--- src/rtl/timer_pkg.sv ---
// ----------------------------------------------------------------------------
// timer_pkg
// Shared constants for the timer counter/compare block.
//   DEF_CNT_W / DEF_DATA_W / DEF_NUM_CH : default parameter values of
//                                         timer_cnt_cmp
//   ovf_bit()                           : index of the overflow flag in the
//                                         status / int_en / sts_clr vectors
//                                         (channels occupy the bits below it)
// ----------------------------------------------------------------------------
package timer_pkg;

    localparam int DEF_CNT_W  = 64;
    localparam int DEF_DATA_W = 32;
    localparam int DEF_NUM_CH = 2;

    // Overflow status sits directly above the channel flags.
    function automatic int ovf_bit(input int num_ch);
        return num_ch;
    endfunction

endpackage

--- src/rtl/timer_cmp_ch.sv ---
// ----------------------------------------------------------------------------
// timer_cmp_ch
// One compare channel: word-writable compare register, hit detect against the
// current counter value, and a sticky status flag.
// Ports:
//   clk, reset   : clock, synchronous active-high reset
//   wdata        : register write data (one word)
//   wr_sel       : per-word write select for this channel's compare register
//   tick_ok      : tick qualified by "no counter write this cycle"
//   count        : current (pre-edge) counter value
//   sts_clr      : write-1-to-clear strobe for this channel's flag
//   hit          : combinational hit for this cycle
//   sts          : sticky status flag
// ----------------------------------------------------------------------------
module timer_cmp_ch
    import timer_pkg::*;
#(
    parameter int CNT_W  = DEF_CNT_W,
    parameter int DATA_W = DEF_DATA_W,
    parameter int NW     = CNT_W / DATA_W
) (
    input  logic              clk,
    input  logic              reset,
    input  logic [DATA_W-1:0] wdata,
    input  logic [NW-1:0]     wr_sel,
    input  logic              tick_ok,
    input  logic [CNT_W-1:0]  count,
    input  logic              sts_clr,
    output logic              hit,
    output logic              sts
);

    logic [CNT_W-1:0] cmp_q;
    logic             sts_q;

    // Compare uses the register value before any write in this cycle lands.
    assign hit = tick_ok & (count == cmp_q);
    assign sts = sts_q;

    always_ff @(posedge clk) begin
        if (reset) begin
            cmp_q <= '1;
        end else begin
            for (int k = 0; k < NW; k++) begin
                if (wr_sel[k]) begin
                    cmp_q[k*DATA_W +: DATA_W] <= wdata;
                end
            end
        end
    end

    // Set wins over a same-cycle clear.
    always_ff @(posedge clk) begin
        if (reset) begin
            sts_q <= 1'b0;
        end else if (hit) begin
            sts_q <= 1'b1;
        end else if (sts_clr) begin
            sts_q <= 1'b0;
        end
    end

endmodule

--- src/rtl/timer_cnt_cmp.sv ---
// ----------------------------------------------------------------------------
// timer_cnt_cmp
// Free-running up-counter, word-writable from a narrow register bus, with
// NUM_CH compare channels, an overflow flag, sticky status and a registered
// interrupt.
// Build option: define TIMER_CNT_AUTOCLR_EN to reload the counter with 0 on a
// channel-0 hit (periodic mode, period cmp[0]+1 ticks). Without it the
// counter free-runs and wraps only at all-ones.
// Ports:
//   clk, reset  : clock, synchronous active-high reset
//   wdata       : register write data
//   cnt_wr_sel  : per-word counter write select
//   cmp_wr_sel  : per-channel, per-word compare write select (ch*NW+k)
//   count_en    : tick pulse from divisor
//   halt        : debug halt, blocks ticks while high
//   int_en      : interrupt enables, channels then overflow
//   sts_clr     : write-1-to-clear status strobes, same map as int_en
//   count       : current counter value
//   sts         : sticky status flags
//   irq         : registered OR of (sts & int_en)
// ----------------------------------------------------------------------------
module timer_cnt_cmp
    import timer_pkg::*;
#(
    parameter int CNT_W  = DEF_CNT_W,
    parameter int DATA_W = DEF_DATA_W,
    parameter int NUM_CH = DEF_NUM_CH
) (
    input  logic                 clk,
    input  logic                 reset,
    input  logic [DATA_W-1:0]    wdata,
    input  logic [CNT_W/DATA_W-1:0] cnt_wr_sel,
    input  logic [NUM_CH*(CNT_W/DATA_W)-1:0] cmp_wr_sel,
    input  logic                 count_en,
    input  logic                 halt,
    input  logic [NUM_CH:0]      int_en,
    input  logic [NUM_CH:0]      sts_clr,
    output logic [CNT_W-1:0]     count,
    output logic [NUM_CH:0]      sts,
    output logic                 irq
);

    localparam int NW  = CNT_W / DATA_W;
    localparam int OVF = ovf_bit(NUM_CH);

    logic [CNT_W-1:0]  count_q;
    logic [CNT_W-1:0]  next_val;
    logic [CNT_W-1:0]  inc_val;
    logic              tick;
    logic              tick_ok;
    logic              ovf_hit;
    logic              sts_ovf_q;
    logic              irq_q;
    logic [NUM_CH-1:0] ch_hit;
    logic [NUM_CH-1:0] ch_sts;

    assign tick     = count_en & ~halt;
    // A counter write in the same cycle suppresses hit/overflow detection.
    assign tick_ok  = tick & ~|cnt_wr_sel;
    assign next_val = count_q + CNT_W'(1);
    assign ovf_hit  = tick_ok & (count_q == {CNT_W{1'b1}});

`ifdef TIMER_CNT_AUTOCLR_EN
    assign inc_val = ch_hit[0] ? '0 : next_val;
`else
    assign inc_val = next_val;
`endif

    // Each word independently takes a write or the incremented value, so a
    // write to one word does not stall the carry into the others.
    always_ff @(posedge clk) begin
        if (reset) begin
            count_q <= '0;
        end else begin
            for (int k = 0; k < NW; k++) begin
                if (cnt_wr_sel[k]) begin
                    count_q[k*DATA_W +: DATA_W] <= wdata;
                end else if (tick) begin
                    count_q[k*DATA_W +: DATA_W] <= inc_val[k*DATA_W +: DATA_W];
                end
            end
        end
    end

    for (genvar ch = 0; ch < NUM_CH; ch++) begin : g_ch
        timer_cmp_ch #(
            .CNT_W  (CNT_W),
            .DATA_W (DATA_W),
            .NW     (NW)
        ) u_ch (
            .clk     (clk),
            .reset   (reset),
            .wdata   (wdata),
            .wr_sel  (cmp_wr_sel[ch*NW +: NW]),
            .tick_ok (tick_ok),
            .count   (count_q),
            .sts_clr (sts_clr[ch]),
            .hit     (ch_hit[ch]),
            .sts     (ch_sts[ch])
        );
    end

    always_ff @(posedge clk) begin
        if (reset) begin
            sts_ovf_q <= 1'b0;
        end else if (ovf_hit) begin
            sts_ovf_q <= 1'b1;
        end else if (sts_clr[OVF]) begin
            sts_ovf_q <= 1'b0;
        end
    end

    always_ff @(posedge clk) begin
        if (reset) begin
            irq_q <= 1'b0;
        end else begin
            irq_q <= |(sts & int_en);
        end
    end

    assign count = count_q;
    assign sts   = {sts_ovf_q, ch_sts};
    assign irq   = irq_q;

endmodule

--- config.mk ---
export PLATFORM = sky130hd
export DESIGN_NAME = timer_cnt_cmp
export DESIGN_NICKNAME = d
export VERILOG_FILES = /design/src/rtl/timer_pkg.sv /design/src/rtl/timer_cmp_ch.sv /design/src/rtl/timer_cnt_cmp.sv
export SDC_FILE = /design/constraint.sdc
export NUM_CORES = 1
export LEC_CHECK = 0
export ABC_AREA = 1
export BUFFER_PORTS_ARGS = -buffer_cell sky130_fd_sc_hd__buf_2
export CORE_MARGIN = 2
export CORE_UTILIZATION = 60
export CTS_CLUSTER_SIZE = 40
export DETAILED_ROUTE_END_ITERATION = 7
export GPL_TIMING_DRIVEN = 0
export PLACE_DENSITY_LB_ADDON = 0.2
export SLEW_MARGIN = 0
export SYNTH_ARGS = -nofsm -noshare
export SYNTH_HDL_FRONTEND = slang
export SYNTH_SLANG_ARGS = --single-unit
--- constraint.sdc ---
create_clock -name clk -period 1.8 [get_ports clk]
set_input_delay 0.18 -clock clk [delete_from_list [all_inputs] [get_ports clk]]
set_output_delay 0.18 -clock clk [all_outputs]
set_load 0.02 [all_outputs]
# Word-level counts from Yosys, hierarchy flattened
# Cells that the tools add are included.
# op_classes
n_addsub	1
eq_ne	3
n_mux	10
n_bitwise	7
n_reduce_logical	8
# op_table
cell	n
$eq A64 B64 Y1	2
$mux W32	4
$add A64 B1 Y64 const B	1
$eq A64 B64 Y1 const B	1
$reduce_bool A2 Y1	5
$mux W1	6
$and A1 B1 Y1	5
$and A3 B3 Y3	1
$reduce_or A3 Y1	1
$reduce_or A2 Y1	1
$logic_not A1 Y1	1
$not A1 Y1	1
# word_totals
regBits	196
input_bits	48
output_inout_bits	68
wordCells	39

# Logic depth before layout (Yosys ltp)
# logic_depth
word_depth	5
depth_mapped	12
mapped_depth_nobuf	12

# Modules after synthesis
# Synthesis repeated with hierarchy kept, for this count alone.
# hier_totals
cells_unflattened	2096
area_unflattened_um2	12408.2
# by_module_without_submodules
mod	n_inst	cells_each	area_per_inst_um2	seq_area_each_um2
timer_cmp_ch	2	619	3702.3	1301.2
timer_cnt_cmp	1	858	5003.5	1321.3

# Worst setup path after synthesis
# No wires, ideal clock.
# synth_timing
kind	register -> register
start	register count_q[1], in the netlist count[1]
end	register count_q[20], in the netlist count[20]
setup_ns	0.113
arrival_time_ns	1.641
t_required_ns	1.687
path_slack_ns	0.046
stages_incl_launch_ff	11
path_buffers	0
synth_period_minus_slack_ns	1.754
cell_sequence	dfxtp_1 -> ha_1 -> nand2_1 -> nor2_1 -> nand2_2 -> nor2_8 -> nand2_2 -> o21ai_1 -> nand2_1 -> o21ai_1 -> inv_1
# synth_via
elab_chain_cells	3
# synth_rtl
element	line_no	source
start: declaration	timer_cnt_cmp.sv:46	logic [CNT_W-1:0] count_q;
start signal: indexed assignment	timer_cnt_cmp.sv:77	count_q[k*DATA_W +: DATA_W] <= wdata;
start signal: indexed assignment	timer_cnt_cmp.sv:79	count_q[k*DATA_W +: DATA_W] <= inc_val[k*DATA_W +: DATA_W];
$add A64 B1 Y64	timer_cnt_cmp.sv:60	assign next_val = count_q + CNT_W'(1);
$mux W32	timer_cnt_cmp.sv:78	end else if (tick) begin
$mux W32	timer_cnt_cmp.sv:76	if (cnt_wr_sel[k]) begin
# Every way passes these cells. The select of a mux whose other input is x is not followed.
# A chain may end at the register's enable or synchronous reset.

# Worst setup path in the final report
# layout_timing
start	register count_q[0], in the netlist count[0]
end	register sts_ovf_q
# layout_via
elab_chain_cells	3
word_cells_on_any_way	4
classes_between	eq/ne: 1; mux: 1; bitwise: 1; reduce/logical: 1
# layout_rtl
element	line_no	source
$eq A64 B64 Y1 *	timer_cnt_cmp.sv:61	assign ovf_hit = tick_ok & (count_q == {CNT_W{1'b1}});
$and A1 B1 Y1 *	timer_cnt_cmp.sv:61	
$mux W1 / $reduce_bool A2 Y1 (equally long branches)	--	
end signal: assignment	timer_cnt_cmp.sv:105	sts_ovf_q <= 1'b0;
end signal: assignment	timer_cnt_cmp.sv:107	sts_ovf_q <= 1'b1;
end signal: assignment	timer_cnt_cmp.sv:109	sts_ovf_q <= 1'b0;
end: declaration	timer_cnt_cmp.sv:52	logic sts_ovf_q;
# Mark *: on every way between the ends. The rest lies on a longest branch, timed or not.

==> impl_metrics.env <==
export IMPL_status="finished, violations left"
export IMPL_violations="setup timing"
export IMPL_vias=13400
export IMPL_yosysSeqAreaShare_pct=34.8
export IMPL_detail_route_antenna_nets=0
export IMPL_cts_root_buf="clkbuf_16"
export IMPL_antenna_found_initial=0
export IMPL_syn_nets=1886
export IMPL_finalWirelength_um=46000
export IMPL_p_clk_share_pct=37.0
export IMPL_cp_startpoint="count[0]$_SDFFE_PP0P_"
export IMPL_wl_met2_um=19500
export IMPL_met3WireLength_um=5500
export IMPL_dr_pass1_iters=7
export IMPL_highest_layer="met4"
export IMPL_drtIter0Drc=1750
export IMPL_io_pins=116
export IMPL_via_per_inst=5.92
export IMPL_port_buffers=111
export IMPL_hold_depth=3
export IMPL_ys_ff_latch=196
export IMPL_clk_pin_slew_ns=0.08
export IMPL_cp_common_cell="nand2_4"
export IMPL_timing_rr_start="count[0]$_SDFFE_PP0P_"
export IMPL_final_common_cell="nand2_1"
export IMPL_cts_inserted_buffers=17
export IMPL_cts_tree="done"
export IMPL_final_max_slew_viol_count=0
export IMPL_p_switching_mw=3.48
export IMPL_dp_slack_ns=-0.372
export IMPL_finalHoldViolCount=0
export IMPL_async_flop_share_pct=0
export IMPL_critPathTopFamily="simple AND/OR/NAND/NOR gates"
export IMPL_grt_pass1_wl_um=67500
export IMPL_grt_max_degree=20
export IMPL_path_buf_inv=1
export IMPL_grt_total_usage_pct=44.8
export IMPL_fillers=1559
export IMPL_p_per_area_nw_per_um2=772
export IMPL_p_int_mw=7.22
export IMPL_postSynthCellCount=1837
export IMPL_die_area_um2=19900
export IMPL_hp_start="wdata[30]"
export IMPL_skew_ns=0.00846
export IMPL_clk_path_buf_depth=2
export IMPL_syn_avg_cell_area_um2=6.13
export IMPL_worstSetupEndpointType="register"
export IMPL_die_h_um=141
export IMPL_start_kind="register"
export IMPL_overflow=0
export IMPL_clock_sinks=196
export IMPL_power_share_sequential_pct=45.8
export IMPL_rsz0062_at_grt="true"
export IMPL_coreArea_um2=18600
export IMPL_leakage_nw=6.47
export IMPL_final_cell_mix="577 x nand2_1, 207 x inv_1, 157 x dfxtp_1"
export IMPL_ir_drop_v=0.000685
export IMPL_multi_input_area_um2=6750
export IMPL_yosysWarningCount=0
export IMPL_worst_pin_slew_ns=0.921
export IMPL_route_detailed_wl_per_inst_um=20.4
export IMPL_ctsHtreeMaxLevel=4
export IMPL_synth_main_ff_cell="dfxtp_1"
export IMPL_setup_tns_ns=-0.0425
export IMPL_path_cells="ha_4 > nand2_4 > nor2_4 > nand2_4 > nor2_8 > nand3_4 > inv_4 > nand4_1 > a21oi_1"
export IMPL_slew_headroom_pct=38.6
export IMPL_setup_ws_ns=-0.0261
export IMPL_maxCapViolCount=0
export IMPL_sw_frac_of_total_pct=32.5
export IMPL_fin_nets=2059
export IMPL_finalCritPeriodShare_pct=101
export IMPL_fp_dieW_um=141
export IMPL_syn_area_um2=11300
export IMPL_crit_required_ns=2.17
export IMPL_start_util_pct=60.6
export IMPL_m1WireLength_um=17700
export IMPL_path_depth=9
export IMPL_slowest_delay_ns=0.40
export IMPL_globalplace_congestion=1.05
export IMPL_critical_path_class="register to register"
export IMPL_r2r_cells=9
export IMPL_finalSetupViolations=3
export IMPL_arrival_ns=2.19
export IMPL_combPwrFrac_pct=17.3
export IMPL_regArea_um2=3990
export IMPL_area_growth_pct=23.1
export IMPL_num_rows=50
export IMPL_timing_fmax_mhz=548
export IMPL_insertion_delay_ns=0.44
export IMPL_synth_edf_count=0
export IMPL_cp_slowest_cell="dfxtp_4"
export IMPL_grt_pass1_vias=11700
export IMPL_hp_class="primary input to register"
export IMPL_drc_errors=0
export IMPL_min_period_ns=1.83
export IMPL_ys_types=31
export IMPL_dp_hpwl_um=33900
export IMPL_drive_above_1_share_pct=20.1
export IMPL_cp_max_fo=5
==> power by group through the flow <==
stage | Sequential (mW) | Clock, mW | Combinational, mW
floorplan | 5.00 | 0 | 1.02
global placement | 4.96 | 0 | 1.65
detailed placement | 4.97 | 0 | 1.69
CTS | 4.88 | 3.93 | 1.73
global route | 4.92 | 4.09 | 2.02
finish | 4.90 | 3.96 | 1.85
==> cell type report <==
type | instances | share of cell area [%]
clock buffers | 17 | 3.07
multi-input cells | 1328 | 48.7
diodes | 1 | 0.0180
clock inverters | 15 | 1.21
inverters | 223 | 6.13
well taps | 234 | 2.11
plain buffers | 90 | 3.41
flip-flops and latches | 196 | 28.8
repair buffers | 154 | 6.60
==> per-layer routing <==
layer | track usage (%) | vias to the layer above
met3 | 9.10 | 212
met1 | 60.4 | 6097
met5 | 0 | -
met4 | 24.2 | 0
li1 | - | 6109
met2 | 67.8 | 941
==> sequential cells by signal (all words and copies together) (netlist names) <==
name / cells
g_ch.u_ch.sts: 2
irq: 1
count: 64
sts_ovf_q: 1
g_ch.u_ch.cmp_q: 128
==> cell usage after synthesis (17+ instances only) <==
master	instances	area, um^2
a21oi_1	123	616
a31oi_1	20	125
clkbuf_1	55	206
dfxtp_1	196	3920
inv_1	211	792
nand2_1	619	2320
nand3_1	108	541
nor2_1	176	661
o211ai_1	19	143
o21ai_0	112	561
o21ai_1	17	85.1
xnor2_1	48	420
xor2_1	18	158
==> cell families after synthesis <==
group / synth area share, %
and+or+nand+nor: 34.7
buffers and inverters: 10.9
AOI/OAI and AO/OA: 14.4
DFF: 34.8
xor gates and xnor gates: 5.13
adders and majority gates: 0.111
==> worst paths after layout <==
| check | to | slack, ns |
|---|---|---|
| hold / removal | g_ch[0].u_ch.cmp_q[30]$_SDFFE_PP1P_ | 0.03 |
| hold reg to reg | g_ch[1].u_ch.cmp_q[54]$_SDFFE_PP1P_ | 0.48 |
| setup / recovery | sts_ovf_q$_SDFFE_PP0P_ | -0.03 |
| setup reg to reg | sts_ovf_q$_SDFFE_PP0P_ | -0.03 |
==> repair_timing <==
item / 4_1_cts / 5_1_grt
buffers inserted: 6 / 29
endpoints found under the hold margin: 8 / 0
pin swaps: 9 / 48
resized for setup: 91 / 183
hold buffers: 8 / 0
gates cloned: 0 / 0
setup endpoints to repair: 47 / 51
==> worst min-delay path: cells and delay by family <==
kind / cells / cell delay, ns
AOI/OAI and AO/OA: 2 / 0.13
buffers and inverters: 1 / 0.13
==> metrics by stage <==
step / power, mW / cell area (um^2) / instances / hold WS, ns / util, %
after detailed placement: 6.66 / 12100 / 2182 / 0.431 / 65.2
after floorplan: 6.03 / 11300 / 1837 / 0.302 / -
final: 10.7 / 13900 / 2258 / 0.0326 / 74.6
after CTS: 10.5 / 13100 / 2228 / 0.0218 / 70.5
after global routing: 11.0 / 13900 / 2257 / 0.0345 / 74.6
after global placement: 6.61 / 12100 / 2182 / 0.406 / 65.2
(Power assumes the default switching activity.)
